===== src/rtl/apb_master_bridge.sv =====
// Per-core APB master front end: turns a single-outstanding req/ack load/store into a SETUP/ACCESS APB transfer.
// Optional ACCESS-phase timeout abort is enabled by defining APB_MASTER_TIMEOUT_EN.
module apb_master_bridge #(
    parameter int BUS_WIDTH = 16,
    parameter int TIMEOUT   = 255
) (
    input  logic                 clk,
    input  logic                 reset,
    input  logic                 req,
    input  logic                 we,
    input  logic [BUS_WIDTH-1:0] addr,
    input  logic [BUS_WIDTH-1:0] wdata,
    output logic [BUS_WIDTH-1:0] rdata,
    output logic                 ack,
    output logic                 err,
    output logic                 busy,
    output logic [BUS_WIDTH-1:0] M_PADDR,
    output logic                 M_PWRITE,
    output logic                 M_PSELx,
    output logic                 M_PENABLE,
    output logic [BUS_WIDTH-1:0] M_PWDATA,
    input  logic [BUS_WIDTH-1:0] M_PRDATA,
    input  logic                 M_PREADY
);

    typedef enum logic [1:0] {
        IDLE   = 2'd0,
        SETUP  = 2'd1,
        ACCESS = 2'd2,
        DONE   = 2'd3
    } state_t;

    state_t                 state_r;
    state_t                 state_nxt_s;
    logic [BUS_WIDTH-1:0]   paddr_r;
    logic [BUS_WIDTH-1:0]   pwdata_r;
    logic [BUS_WIDTH-1:0]   rdata_r;
    logic                   pwrite_r;
    logic                   psel_r;
    logic                   penable_r;
    logic                   ack_r;
    logic                   err_r;
    logic                   busy_r;
    logic                   accept_s;
    logic                   expire_s;

    // ack is only ever high in DONE, but the guard keeps a held req from re-triggering.
    assign accept_s = (state_r == IDLE) && req && !ack_r;

`ifdef APB_MASTER_TIMEOUT_EN
    localparam int CNT_W = ($clog2(TIMEOUT + 1) > 8) ? $clog2(TIMEOUT + 1) : 8;

    logic [CNT_W-1:0] wait_cnt_r;

    // Expiry is the TIMEOUT-th ACCESS cycle without PREADY; PREADY in that cycle still wins.
    assign expire_s = (state_r == ACCESS) && !M_PREADY &&
                      (wait_cnt_r == CNT_W'(TIMEOUT - 1));

    // Wait counter: cleared on entry to ACCESS, counts stalled ACCESS cycles.
    always_ff @(posedge clk or negedge reset) begin
        if (!reset) begin
            wait_cnt_r <= {CNT_W{1'b0}};
        end else if ((state_r != ACCESS) && (state_nxt_s == ACCESS)) begin
            wait_cnt_r <= {CNT_W{1'b0}};
        end else if ((state_r == ACCESS) && !M_PREADY) begin
            wait_cnt_r <= wait_cnt_r + {{(CNT_W-1){1'b0}}, 1'b1};
        end else begin
            wait_cnt_r <= wait_cnt_r;
        end
    end
`else
    assign expire_s = 1'b0;
`endif

    // Next-state logic for the transfer sequencer.
    always_comb begin
        state_nxt_s = state_r;
        case (state_r)
            IDLE: begin
                if (accept_s) begin
                    state_nxt_s = SETUP;
                end else begin
                    state_nxt_s = IDLE;
                end
            end
            SETUP: begin
                state_nxt_s = ACCESS;
            end
            ACCESS: begin
                if (M_PREADY || expire_s) begin
                    state_nxt_s = DONE;
                end else begin
                    state_nxt_s = ACCESS;
                end
            end
            DONE: begin
                state_nxt_s = IDLE;
            end
            default: begin
                state_nxt_s = IDLE;
            end
        endcase
    end

    // State and registered bus/core outputs, decoded one cycle ahead from the next state.
    always_ff @(posedge clk or negedge reset) begin
        if (!reset) begin
            state_r   <= IDLE;
            psel_r    <= 1'b0;
            penable_r <= 1'b0;
            busy_r    <= 1'b0;
            ack_r     <= 1'b0;
            err_r     <= 1'b0;
            pwrite_r  <= 1'b0;
            paddr_r   <= {BUS_WIDTH{1'b0}};
            pwdata_r  <= {BUS_WIDTH{1'b0}};
            rdata_r   <= {BUS_WIDTH{1'b0}};
        end else begin
            state_r   <= state_nxt_s;
            psel_r    <= (state_nxt_s == SETUP) || (state_nxt_s == ACCESS);
            penable_r <= (state_nxt_s == ACCESS);
            busy_r    <= (state_nxt_s == SETUP) || (state_nxt_s == ACCESS);
            ack_r     <= (state_nxt_s == DONE);
            if (accept_s) begin
                paddr_r  <= addr;
                pwdata_r <= wdata;
                pwrite_r <= we;
                err_r    <= 1'b0;
            end
            // Stores leave rdata untouched; a timeout forces it to zero.
            if ((state_r == ACCESS) && M_PREADY) begin
                if (!pwrite_r) begin
                    rdata_r <= M_PRDATA;
                end
            end else if (expire_s) begin
                rdata_r <= {BUS_WIDTH{1'b0}};
                err_r   <= 1'b1;
            end
        end
    end

    assign M_PADDR   = paddr_r;
    assign M_PWDATA  = pwdata_r;
    assign M_PWRITE  = pwrite_r;
    assign M_PSELx   = psel_r;
    assign M_PENABLE = penable_r;
    assign rdata     = rdata_r;
    assign ack       = ack_r;
    assign err       = err_r;
    assign busy      = busy_r;

endmodule


===== config.mk =====
export PLATFORM = sky130hd
export DESIGN_NAME = apb_master_bridge
export DESIGN_NICKNAME = d
export VERILOG_FILES = /design/src/rtl/apb_master_bridge.sv
export SDC_FILE = /design/constraint.sdc
export NUM_CORES = 1
export LEC_CHECK = 0
export ABC_AREA = 1
export CAP_MARGIN = 20
export CORE_AREA = 3 3 90 83
export CTS_CLUSTER_SIZE = 40
export DETAILED_ROUTE_END_ITERATION = 16
export DIE_AREA = 0 0 93 86
export PLACE_DENSITY = 0.67
export SETUP_SLACK_MARGIN = 0.3
export SLEW_MARGIN = 20
export SYNTH_ARGS = -nofsm -noshare
export SYNTH_HDL_FRONTEND = slang
export SYNTH_SLANG_ARGS = --single-unit

===== constraint.sdc =====
create_clock -name clk -period 3.97 [get_ports clk]
set_input_delay 0.5955 -clock clk [delete_from_list [all_inputs] [get_ports clk]]
set_output_delay 0.5955 -clock clk [all_outputs]
set_load 0.05 [all_outputs]

==> metrics <==
outcome complete, no violations; top layer in use met4; Global Route Usage Sum 0.151; switching part of the total power 0.527; DR WL met3 625 um; library cells used by synthesis 13; die height 86 um; minimum period implied by the final worst setup slack 2.12 ns; number of standard cells in the final layout excluding fillers 423; Critical Path AT 1.53 ns; Int Power 1.56 mW; share of synthesized area occupied by flip-flops and latches 0.587; number of antenna violations at the first check in global routing 0; post-synthesis cell area 2300 um^2; post-cts hold buffer count 0; worst r2r src state_r[0]; vias in the first global route approximately 1900; First DRT Iteration DRCs between 90 and 100; most area-consuming cells after synthesis dfrtp_1, nand2_1, nand4_1, buf_2, ha_1; list of cells traversed by the critical path clkdlybuf4s50_1; layout cell share with drive strength beyond 1 0.0390; total vias in the final route roughly 2000; boundary pin count about 110; post-synthesis average cell area 9.60 um^2; postcts setup bufs 0; Max Freq 471 MHz; Detail Placement HPWL around 4200 um; LEAKAGE 1.61 nW; metal1 wirelength 2730 um; Cells after DPL roughly 420; Slew HR 0.547; largest clock skew in the final design 0.00280 ns; setup TNS after final layout 0 ns; weighted congestion at the end of routability-driven global placement 0.742; slowest stage cell on the critical path clkdlybuf4s50_1; Seq cells post-synth 54; maximum level of the CTS H-tree 2; Data required, critical path 3.37 ns; CTS tree yes; sequential group share of total power 0.291; number of input and output port buffers inserted about 110; number of remaining DRC errors 0; post-synthesis cell type with the largest combined area dfrtp_1; Peak supply drop 0.000389 V; Multi-input gate area between 700 and 800 um^2; count of antenna-violating nets left after detailed routing 0; pin count of the biggest net entering global routing 37; Routed Wire Length 6050 um; Clk Latency, worst-skew pair 0.29 ns; final antenna diode count 0; unrepaired setup endpoints after global routing no; Largest stage delay, worst path 0.84 ns; Syn Inst Count 240; setup slack on the worst flop-to-flop path 2.02 ns; number of buffer and inverter stages on the critical path 1; number of synthesized flops with an enable pin 0; first-pass GRT wire length 9630 um; clk buf depth 2; final hold violation count 0; clock edge transition at the registers on the reported setup and hold paths ~0.09 ns; category of the most critical setup path reg -> out; number of clock buffers inserted by TritonCTS 5; Initial DRT Pass Iterations 5; most numerous cell types in the synthesized netlist nand2_1, dfrtp_1, nand4_1; setup violation total in the final timing report 0; Cell Rows 28; highest net fanout along the worst path 3; buffer cell driving the clock tree root clkbuf_8; Power Dens Cells between 900 and 1000 nW/um^2; average wire per cell in the routed design 14.3 um; remaining global-route overflow 0; nets in the synthesized netlist 297; mean number of vias per cell 4.74; DR WL met2 2640 um; Net count, final 390; net load switching power 1.73 mW; primary flip-flop cell chosen by synthesis mapping dfrtp_1; fraction of synthesis flops using an asynchronous set or reset pin 1.00; final slew viol count 0; post-synthesis to final-layout area growth 48.1%; area share of the leading cell type in the synthesized netlist 0.587; register cell area after layout 1350 um^2; Die W 93 um; overall die area about 8000 um^2; Core ar. about 6600 um^2; Startpoint Class register; most common cell in the synthesized netlist nand2_1; part of the total power dissipated in the clock network 0.085; Filler cells 640; kind of cell adding the most delay to the critical path buffers and inverters; worst min-delay path category in -> async; sink count of the clock tree 54; initial core utilization 0.350; Period Utilization, post-route 0.535; Worst Tran Pin Value 0.677 ns; proportion of power drawn by combinational gates 0.624; max-cap violation count 0; Synthesis Warnings 0; path depth of the worst reg2reg path 8; start point of the critical path M_PWRITE; capturing point of the worst reg2reg path busy; type of destination of the critical path output pin; Resized Gates After CTS 0
[how the worst max path moves through the flow]
stage,to,cells after the start
CTS,M_PWRITE,1
finish,M_PWRITE,1
floorplan,busy,1
global placement,busy,7
detailed placement,busy,7
global route,busy,7
[final cells by class]
| type | count | share of cell area |
|---|---|---|
| multi-input combinational | 158 | 0.229 |
| inverter | 6 | 0.00660 |
| clock buffer | 7 | 0.0224 |
| sequential | 54 | 0.396 |
| timing repair buffer | 108 | 0.313 |
| tap | 90 | 0.0330 |
[routing by layer]
layer | vias to the layer above | GRT usage
met3 | 6 | 0.0526
li1 | 983 | -
met4 | 0 | 0.0280
met2 | 91 | 0.222
met1 | 927 | 0.217
met5 | - | 0
[cell usage in the layout (no fill, tap or decap)]
cell type,count
nand4_1,49
buf_4,3
nor2_1,2
clkbuf_8,5
nand2_1,99
nand3_4,2
ha_1,4
clkdlybuf4s50_1,104
buf_2,1
dfrtp_1,54
clkbuf_1,2
inv_2,2
conb_1,1
inv_1,4
o21ai_0,1
[per-stage QoR]
stage	power [mW]	utilization	hold WS, ns	worst slack, ns	instance area [um^2]
finish	3.29	0.518	0.310	1.85	3410
global route	3.49	0.518	0.339	1.77	3410
CTS	3.33	0.518	0.334	1.84	3410
detailed placement	3.04	0.506	0.459	1.58	3330
global placement	3.01	0.506	0.453	1.58	3330
floorplan	2.38	-	0.300	2.49	2300
[power by group through the flow]
stage | combinational [mW] | clock, mW | sequential, mW
floorplan | 0.565 | 0 | 1.82
global placement | 2.04 | 0 | 0.962
detailed placement | 2.07 | 0 | 0.965
CTS | 2.07 | 0.293 | 0.962
global route | 2.18 | 0.313 | 0.992
finish | 2.05 | 0.280 | 0.959
[logic make-up after synthesis]
group,synth area share
AOI/OAI and AO/OA,0.00217
and+or+nand+nor,0.313
adders and majority gates,0.0217
buffers and inverters,0.0750
other,0.00163
DFF,0.587
[sequential cells by signal, indices dropped and copies added (netlist names)]
signal     count
state_r        2
M_PENABLE      1
busy           1
ack            1
M_PADDR       16
M_PWRITE       1
rdata         16
M_PWDATA      16
No activity file was read; power rests on OpenSTA's default activity.
